### src/rtl/vending_pkg.sv
// Shared types and constants for the ticket vending machine output stage.
package vending_pkg;

  typedef enum logic [2:0] {
    IDLE,
    SELECT,
    COIN,
    TICKET,
    DONE
  } state_t;

  localparam logic [5:0] COIN_50 = 6'd50;
  localparam logic [5:0] COIN_10 = 6'd10;
  localparam logic [5:0] COIN_5  = 6'd5;
  localparam logic [5:0] COIN_1  = 6'd1;

  localparam int CHANGE_W_DEFAULT = 7;
  localparam int TICKET_W_DEFAULT = 3;

endpackage

### src/rtl/change_dispenser_if.sv
// Handshake bundle between the fare FSM / coin mechanism / printer side and the dispenser.
interface change_dispenser_if
  import vending_pkg::*;
#(
  parameter int CHANGE_W = CHANGE_W_DEFAULT,
  parameter int TICKET_W = TICKET_W_DEFAULT
) ();

  logic                start;
  logic [CHANGE_W-1:0] changeIn;
  logic [TICKET_W-1:0] ticketsIn;
  logic                coinAck;
  logic                ticketAck;
  logic                coinValid;
  logic [5:0]          coinValue;
  logic                ticketValid;
  logic                busy;
  logic                done;
  logic [CHANGE_W-1:0] totalDispensed;

  modport master (
    output start, changeIn, ticketsIn, coinAck, ticketAck,
    input  coinValid, coinValue, ticketValid, busy, done, totalDispensed
  );

  modport slave (
    input  start, changeIn, ticketsIn, coinAck, ticketAck,
    output coinValid, coinValue, ticketValid, busy, done, totalDispensed
  );

endinterface

### src/rtl/coin_select.sv
// Picks the largest denomination that does not exceed the remaining change (0 when nothing is owed).
module coin_select
  import vending_pkg::*;
#(
  parameter int CHANGE_W = CHANGE_W_DEFAULT
) (
  input  logic [CHANGE_W-1:0] remaining,
  output logic [5:0]          coin
);

  always_comb begin
    coin = '0;
    if (remaining >= CHANGE_W'(COIN_50))     coin = COIN_50;
    else if (remaining >= CHANGE_W'(COIN_10)) coin = COIN_10;
    else if (remaining >= CHANGE_W'(COIN_5))  coin = COIN_5;
    else if (remaining != '0)                 coin = COIN_1;
  end

endmodule

### src/rtl/change_dispenser.sv
// Pays out change largest coin first, then issues tickets, then pulses done.
// Ticket issue stage is built only when CHANGE_DISPENSER_TICKET_EN is defined.
module change_dispenser
  import vending_pkg::*;
#(
  parameter int CHANGE_W = CHANGE_W_DEFAULT,
  parameter int TICKET_W = TICKET_W_DEFAULT
) (
  input logic               clk,
  input logic               reset,
  change_dispenser_if.slave bus
);

  state_t              state, stateNext;
  logic [CHANGE_W-1:0] remaining, remainingNext;
  logic [CHANGE_W-1:0] total, totalNext;
  logic [5:0]          coinValueReg, coinValueNext, selCoin;
  logic                coinValidReg, coinValidNext;
  logic                doneReg, doneNext;
`ifdef CHANGE_DISPENSER_TICKET_EN
  logic [TICKET_W-1:0] ticketsLeft, ticketsLeftNext;
  logic                ticketValidReg, ticketValidNext;
`else
  logic                unusedTicketInputs;
  assign unusedTicketInputs = ^{bus.ticketAck, bus.ticketsIn};
`endif

  coin_select #(.CHANGE_W(CHANGE_W)) u_coin_select (
    .remaining(remaining),
    .coin     (selCoin)
  );

  always_ff @(posedge clk) begin
    if (reset) begin
      state        <= IDLE;
      remaining    <= '0;
      total        <= '0;
      coinValueReg <= '0;
      coinValidReg <= 1'b0;
      doneReg      <= 1'b0;
`ifdef CHANGE_DISPENSER_TICKET_EN
      ticketsLeft    <= '0;
      ticketValidReg <= 1'b0;
`endif
    end else begin
      state        <= stateNext;
      remaining    <= remainingNext;
      total        <= totalNext;
      coinValueReg <= coinValueNext;
      coinValidReg <= coinValidNext;
      doneReg      <= doneNext;
`ifdef CHANGE_DISPENSER_TICKET_EN
      ticketsLeft    <= ticketsLeftNext;
      ticketValidReg <= ticketValidNext;
`endif
    end
  end

  // Registered outputs are derived from the state being entered, so they line up with it.
  always_comb begin
    stateNext     = state;
    remainingNext = remaining;
    totalNext     = total;
    coinValueNext = coinValueReg;
`ifdef CHANGE_DISPENSER_TICKET_EN
    ticketsLeftNext = ticketsLeft;
`endif
    case (state)
      IDLE: begin
        if (bus.start) begin
          stateNext     = SELECT;
          remainingNext = bus.changeIn;
          totalNext     = '0;
`ifdef CHANGE_DISPENSER_TICKET_EN
          ticketsLeftNext = bus.ticketsIn;
`endif
        end
      end
      SELECT: begin
        if (remaining == '0) begin
`ifdef CHANGE_DISPENSER_TICKET_EN
          stateNext = TICKET;
`else
          stateNext = DONE;
`endif
        end else begin
          coinValueNext = selCoin;
          stateNext     = COIN;
        end
      end
      COIN: begin
        if (bus.coinAck && coinValidReg) begin
          remainingNext = remaining - CHANGE_W'(coinValueReg);
          totalNext     = total + CHANGE_W'(coinValueReg);
          stateNext     = SELECT;
        end
      end
`ifdef CHANGE_DISPENSER_TICKET_EN
      TICKET: begin
        if (ticketsLeft == '0) begin
          stateNext = DONE;
        end else if (bus.ticketAck && ticketValidReg) begin
          ticketsLeftNext = ticketsLeft - TICKET_W'(1);
          if (ticketsLeft == TICKET_W'(1)) stateNext = DONE;
        end
      end
`endif
      DONE:    stateNext = IDLE;
      default: stateNext = IDLE;
    endcase
    coinValidNext = (stateNext == COIN);
    doneNext      = (stateNext == DONE);
`ifdef CHANGE_DISPENSER_TICKET_EN
    ticketValidNext = (stateNext == TICKET) && (ticketsLeftNext != '0);
`endif
  end

  assign bus.coinValid      = coinValidReg;
  assign bus.coinValue      = coinValueReg;
  assign bus.done           = doneReg;
  assign bus.busy           = (state != IDLE);
  assign bus.totalDispensed = total;
`ifdef CHANGE_DISPENSER_TICKET_EN
  assign bus.ticketValid = ticketValidReg;
`else
  assign bus.ticketValid = 1'b0;
`endif

endmodule
### src/flat_wrapper.sv
// flat-port wrapper written by rule: the top's interface ports become plain ports
module change_dispenser_flat import vending_pkg::*;
#(
  parameter int CHANGE_W = CHANGE_W_DEFAULT,
  parameter int TICKET_W = TICKET_W_DEFAULT
)
  (clk, reset, bus_start, bus_changeIn, bus_ticketsIn, bus_coinAck, bus_ticketAck, bus_coinValid, bus_coinValue, bus_ticketValid, bus_busy, bus_done, bus_totalDispensed);
  change_dispenser_if #(.CHANGE_W(CHANGE_W), .TICKET_W(TICKET_W)) bus_i ();
  input logic clk;
  input logic reset;
  input wire logic [$bits(bus_i.start)-1:0] bus_start;
  input wire logic [$bits(bus_i.changeIn)-1:0] bus_changeIn;
  input wire logic [$bits(bus_i.ticketsIn)-1:0] bus_ticketsIn;
  input wire logic [$bits(bus_i.coinAck)-1:0] bus_coinAck;
  input wire logic [$bits(bus_i.ticketAck)-1:0] bus_ticketAck;
  output wire logic [$bits(bus_i.coinValid)-1:0] bus_coinValid;
  output wire logic [$bits(bus_i.coinValue)-1:0] bus_coinValue;
  output wire logic [$bits(bus_i.ticketValid)-1:0] bus_ticketValid;
  output wire logic [$bits(bus_i.busy)-1:0] bus_busy;
  output wire logic [$bits(bus_i.done)-1:0] bus_done;
  output wire logic [$bits(bus_i.totalDispensed)-1:0] bus_totalDispensed;
  assign bus_i.start = bus_start;
  assign bus_i.changeIn = bus_changeIn;
  assign bus_i.ticketsIn = bus_ticketsIn;
  assign bus_i.coinAck = bus_coinAck;
  assign bus_i.ticketAck = bus_ticketAck;
  assign bus_coinValid = bus_i.coinValid;
  assign bus_coinValue = bus_i.coinValue;
  assign bus_ticketValid = bus_i.ticketValid;
  assign bus_busy = bus_i.busy;
  assign bus_done = bus_i.done;
  assign bus_totalDispensed = bus_i.totalDispensed;
  change_dispenser #(.CHANGE_W(CHANGE_W), .TICKET_W(TICKET_W)) u_core (.clk(clk), .reset(reset), .bus(bus_i));
endmodule
### config.mk
export PLATFORM = sky130hd
export DESIGN_NAME = change_dispenser_flat
export DESIGN_NICKNAME = d
export VERILOG_FILES = /design/src/rtl/vending_pkg.sv /design/src/rtl/change_dispenser_if.sv /design/src/rtl/coin_select.sv /design/src/rtl/change_dispenser.sv /design/src/flat_wrapper.sv
export SDC_FILE = /design/constraint.sdc
export NUM_CORES = 1
export LEC_CHECK = 0
export ABC_AREA = 1
export CAP_MARGIN = 0
export CORE_MARGIN = 2
export CORE_UTILIZATION = 30
export DETAILED_ROUTE_END_ITERATION = 10
export PLACE_DENSITY = 0.52
export SLEW_MARGIN = 25
export SYNTH_ARGS = -nofsm -noshare
export SYNTH_HDL_FRONTEND = slang
export SYNTH_SLANG_ARGS = --single-unit
### constraint.sdc
create_clock -name clk -period 1.9 [get_ports clk]
set_input_delay 0.285 -clock clk [delete_from_list [all_inputs] [get_ports clk]]
set_output_delay 0.285 -clock clk [all_outputs]
set_load 0.01 [all_outputs]
# Word level (Yosys, flattened, before mapping)
# Cells that the tools add are included.
# totals
regBits,25
latch_bits,0
mem_bits_rw,0
mem_bits_ro,0
input_bits,15
out_inout_bits,17
wordCells,40
n_memories,0
# classes
add_sub_neg,2
n_mul,0
div_mod_pow,0
magnitude_cmp,3
eq_ne,6
shift,0
muxes,14
bitwise_logic,1
n_reduce_logical,8
# op_table
op,n
two-way mux 7 bit,4
one-hot mux 7 bit (2 select lines),2
two-way mux 3 bit,4
one-hot mux 3 bit (3 select lines),1
adder 7 x 6 -> 7 bit,1
greater-or-equal comparator 7 x 3 -> 1 bit (second input constant),1
greater-or-equal comparator 7 x 4 -> 1 bit (second input constant),1
greater-or-equal comparator 7 x 6 -> 1 bit (second input constant),1
zero test 7 bit,1
nonzero test 7 bit,1
subtractor 7 x 6 -> 7 bit,1
== test 3 x 2 -> 1 bit (second input constant),2
two-way mux 6 bit,1
two-way mux 4 bit,1
== test 3 x 1 -> 1 bit (second input constant),1
== test 3 bit (second input constant),1
zero test 3 bit,1
AND reduction 3 bit,1
nonzero test 3 bit,1
inequality test 2 x 1 -> 1 bit (second input constant),1
inequality test 2 bit (second input constant),1
AND reduction 2 bit,1
nonzero test 2 bit,1
logical AND 1 bit,1
2 further kinds,2

# Longest topological paths before layout
# depth
word_depth,5
mapped_depth,10
depth_no_buf,10

# By module
# Synthesis repeated with hierarchy kept, for this count alone.
# hier_totals
hier_cells,248
area_unflattened_um2,1665.3
# modules_own_cells
module,n_inst,cells_each,area_each_um2,seq_area_each_um2
change_dispenser,1,220,1539.0,500.5
coin_select,1,28,126.4,0.0

# Worst setup path after synthesis
# Ideal clock, no wire load.
# synth_timing
path_type,flip-flop to flip-flop
startpoint,register u_core.coinValueReg[0] (netlist: u_core.bus.coinValue[0])
endpoint,register u_core.total[4] (netlist: u_core.bus.totalDispensed[4])
setup_ns,0.071
arrival_time_ns,1.470
t_required_ns,1.829
path_slack_ns,0.359
stages_incl_launch_ff,10
path_buffers,0
synth_period_minus_slack_ns,1.541
cell_sequence,dfxtp_1 -> ha_1 -> inv_1 -> fa_1 -> inv_1 -> nand3_1 -> nand2_1 -> or2_2 -> nand3_1 -> a21oi_1
# synth_between
elab_chain_cells,3
# synth_lines
item,line_no,rtl
start: declaration,change_dispenser.sv:17,"logic [5:0] coinValueReg, coinValueNext, selCoin;"
start signal: assignment,change_dispenser.sv:49,coinValueReg <= coinValueNext;
adder 7 x 6 -> 7 bit,change_dispenser.sv:94,totalNext = total + CHANGE_W'(coinValueReg);
two-way mux 7 bit,change_dispenser.sv:92,if (bus.coinAck && coinValidReg) begin
one-hot mux 7 bit (2 select lines),change_dispenser.sv:68,case (state)
end signal: assignment,change_dispenser.sv:48,total <= totalNext;
end: declaration,change_dispenser.sv:16,"logic [CHANGE_W-1:0] total, totalNext;"
# Every way passes these cells. The select of a mux whose other input is x is not followed.
# A chain may end at the register's enable or synchronous reset.

# Worst setup path in the final report
# Same ends and word-level chain as after synthesis.

==> metrics.yaml <==
status:
  status: "finished, final reports clean"
floorplan:
  floorplan.die_area_mm2: 0.00574
  io_pins: 32
  core_area_mm2: 0.00504
  rows: 26
  initial_utilization_pct: 30.7
  die_h_um: 75.8
  die_w_um: 75.8
drt:
  drtPass1Iterations: 4
  vias: 1512
  antenna_left: 0
  routed_via_density: 4.61
  wl_mm: 3.76
  drt-wirelength-per-cell_um: 11.5
  dr.first_iter.drc_count: 52
  drc: 0
power:
  p_leak_nw: 0.872
  ir_drop_v: 0.000270
  p_per_area_mw_per_mm2: 667
synthesis:
  seq_area_frac_synth_pct: 31.1
  synth.top_cell.area_share_pct: 31.1
  ys_top_cells_by_area: "dfxtp_1 31%, nand2_1 15%, ha_1 9.7%, inv_1 8.7%, a21oi_1 8.1%"
  postSynth.asyncResetShare_pct: 0
  yosys.area_share.simple_pct: 31.3
  ys_warn_count: 0
  ys_seq_elements: 24
  synth.distinct_cells: 28
  synthCells: 229
  ys.flop_type: "dfxtp_1"
  synthesis.nets: 258
  synth-xor-area-share_pct: 0.566
  synth-edff-count: 0
  synth_area_leader_cell: "dfxtp_1"
  synth_top_family_by_area: "simple AND/OR/NAND/NOR gates"
  syn_area_mm2: 0.00155
  synth_compound_gate_area_share_pct: 13.3
  synthMostInstantiatedCell: "nand2_1"
  avgSynthCellArea_um2: 6.75
  ys_top_cells_by_count: "60 x nand2_1, 36 x inv_1, 25 x a21oi_1"
  synth_mux_area_share_pct: 0
  synth_fa_ha_area_share_pct: 12.3
cts:
  numClockSinks: 24
  clkTransAtPathRegs_ns: 0.10
  clock_latency_ns: 0.27
  ctsHtreeMaxLevel: 1
  root_buffer: "clkbuf_8"
  cts_tree: "yes"
  cts_setup_buffers: 0
  ctsLongestPathBuffers: 2
  ctsHoldBuffers: 0
  numCtsBuffers: 3
  post_cts_resized: 0
timing:
  fin_skew_ns: 0.00671
  min_period_ns: 1.68
  rsz0062_at_grt: "no"
  hold_viol: 0
  setup_viol: 0
  maxSlewViolCount: 0
  whs_ns: 0.488
  fmax_mhz: 597
  setup_tns_ns: 0
  period_share_pct: 88.2
global_routing:
  grt_usage_pct: 14.2
  overflow: 0
  grt_antenna_before_repair: 0
  grt_pass1_wl_mm: 6.11
  grt_pass1_vias: 1345
  grt_max_degree: 14
worst_setup_path:
  cp.arrival_ns: 1.89
  cp-start-kind: "register"
  cp-end-kind: "register"
  cp.required_ns: 2.11
  worstSetupPathType: "register to register"
  crit_fanout: 4
finish:
  final_core_util_pct: 38.6
  nNetsFinal: 288
  finalNonFillerCells: 328
  drive_above_1_share_pct: 6.59
  n_antenna_cell: 0
  areaGrowthSynthToFinish_pct: 25.8
placement:
  dp.cells: 324
  dp_hpwl_mm: 2.95
  io_buffers: 26
  place_congestion: 0.854
flow_run:
  drv_cap: 0
worst_hold_path:
  hold_path_class: "register to register"
[metal layers]
layer	global-route usage [%]	part of all wire, %
met1	18.3	47
met2	23.7	47
met3	1.72	3.3
met4	6.43	2.4
met5	0	0
[state kept, by name, summed over array words and instances, names as in the netlist]
name                       count
u_core.bus.totalDispensed      7
u_core.remaining               7
u_core.bus.coinValue           5
u_core.state                   3
u_core.bus.coinValid           1
u_core.bus.done                1
[cells by family (layout without fill, tap and decap cells)]
logic type | after synthesis | count (layout)
fa+ha+maj | 14 | 14
other cells | 1 | 1
compound gates | 39 | 39
flops | 24 | 24
simple gates | 108 | 108
xor+xnor | 1 | 1
buf+inv | 42 | 71
[final timing paths]
check                                    start                            to  slack, ns  depth (start not counted)
hold / removal    u_core.bus.totalDispensed[0]  u_core.bus.totalDispensed[0]       0.49                          2
setup / recovery       u_core.bus.coinValue[0]  u_core.bus.totalDispensed[4]       0.22                          9
setup reg to reg       u_core.bus.coinValue[0]  u_core.bus.totalDispensed[4]       0.22                          9
hold reg to reg   u_core.bus.totalDispensed[0]  u_core.bus.totalDispensed[0]       0.49                          2
[worst max-delay path, cell delays in order, from the launching register on]
cell and delay (ns):
dfxtp_1 0.41, ha_1 0.22, inv_1 0.06, fa_1 0.35, inv_1 0.13, nand3_1 0.08, nand2_1 0.09, or2_2 0.10
nand3_1 0.05, a21oi_1 0.12
[cells in the final DEF, fill, tap and decap left out]
master	count
nand3b_1	1
fa_1	2
a21oi_1	25
a21o_1	1
or2_2	2
nor2_1	12
clkdlybuf4s50_1	26
inv_1	36
a21oi_2	1
o22ai_1	1
nand2b_1	1
nand4_1	4
nor2_4	2
ha_1	12
o21ai_0	8
nand4_2	1
clkbuf_8	4
nand2_2	1
dfxtp_1	24
xnor2_1	1
a31oi_1	3
conb_1	1
nor3_1	3
nor2_2	1
inv_2	1
nand2_1	60
buf_4	4
nand3_1	20
[power breakdown]
group	leakage (nW)	total [mW]	internal [mW]	switching, mW
registers	0.195	0.558	0.531	0.0270
clock network	0.0288	0.366	0.185	0.180
logic	0.648	0.373	0.152	0.221
[through the flow]
step                setup WS, ns  power (mW)  area [um^2]
finish                     0.224        1.30         1950
global route              0.0831        1.38         1950
CTS                        0.200        1.30         1950
detailed placement         0.224       0.943         1890
global placement           0.235       0.941         1890
floorplan                  0.359       0.827         1550
[layout make-up]
class | instances | area, um^2
fill | 556 | 3100
multi-input combinational | 163 | 893
sequential | 24 | 480
timing repair buffer | 30 | 290
inverter | 37 | 139
tap | 70 | 87.6
clock buffer | 4 | 55.1
Note: power is estimated with default switching activity, not from simulation.
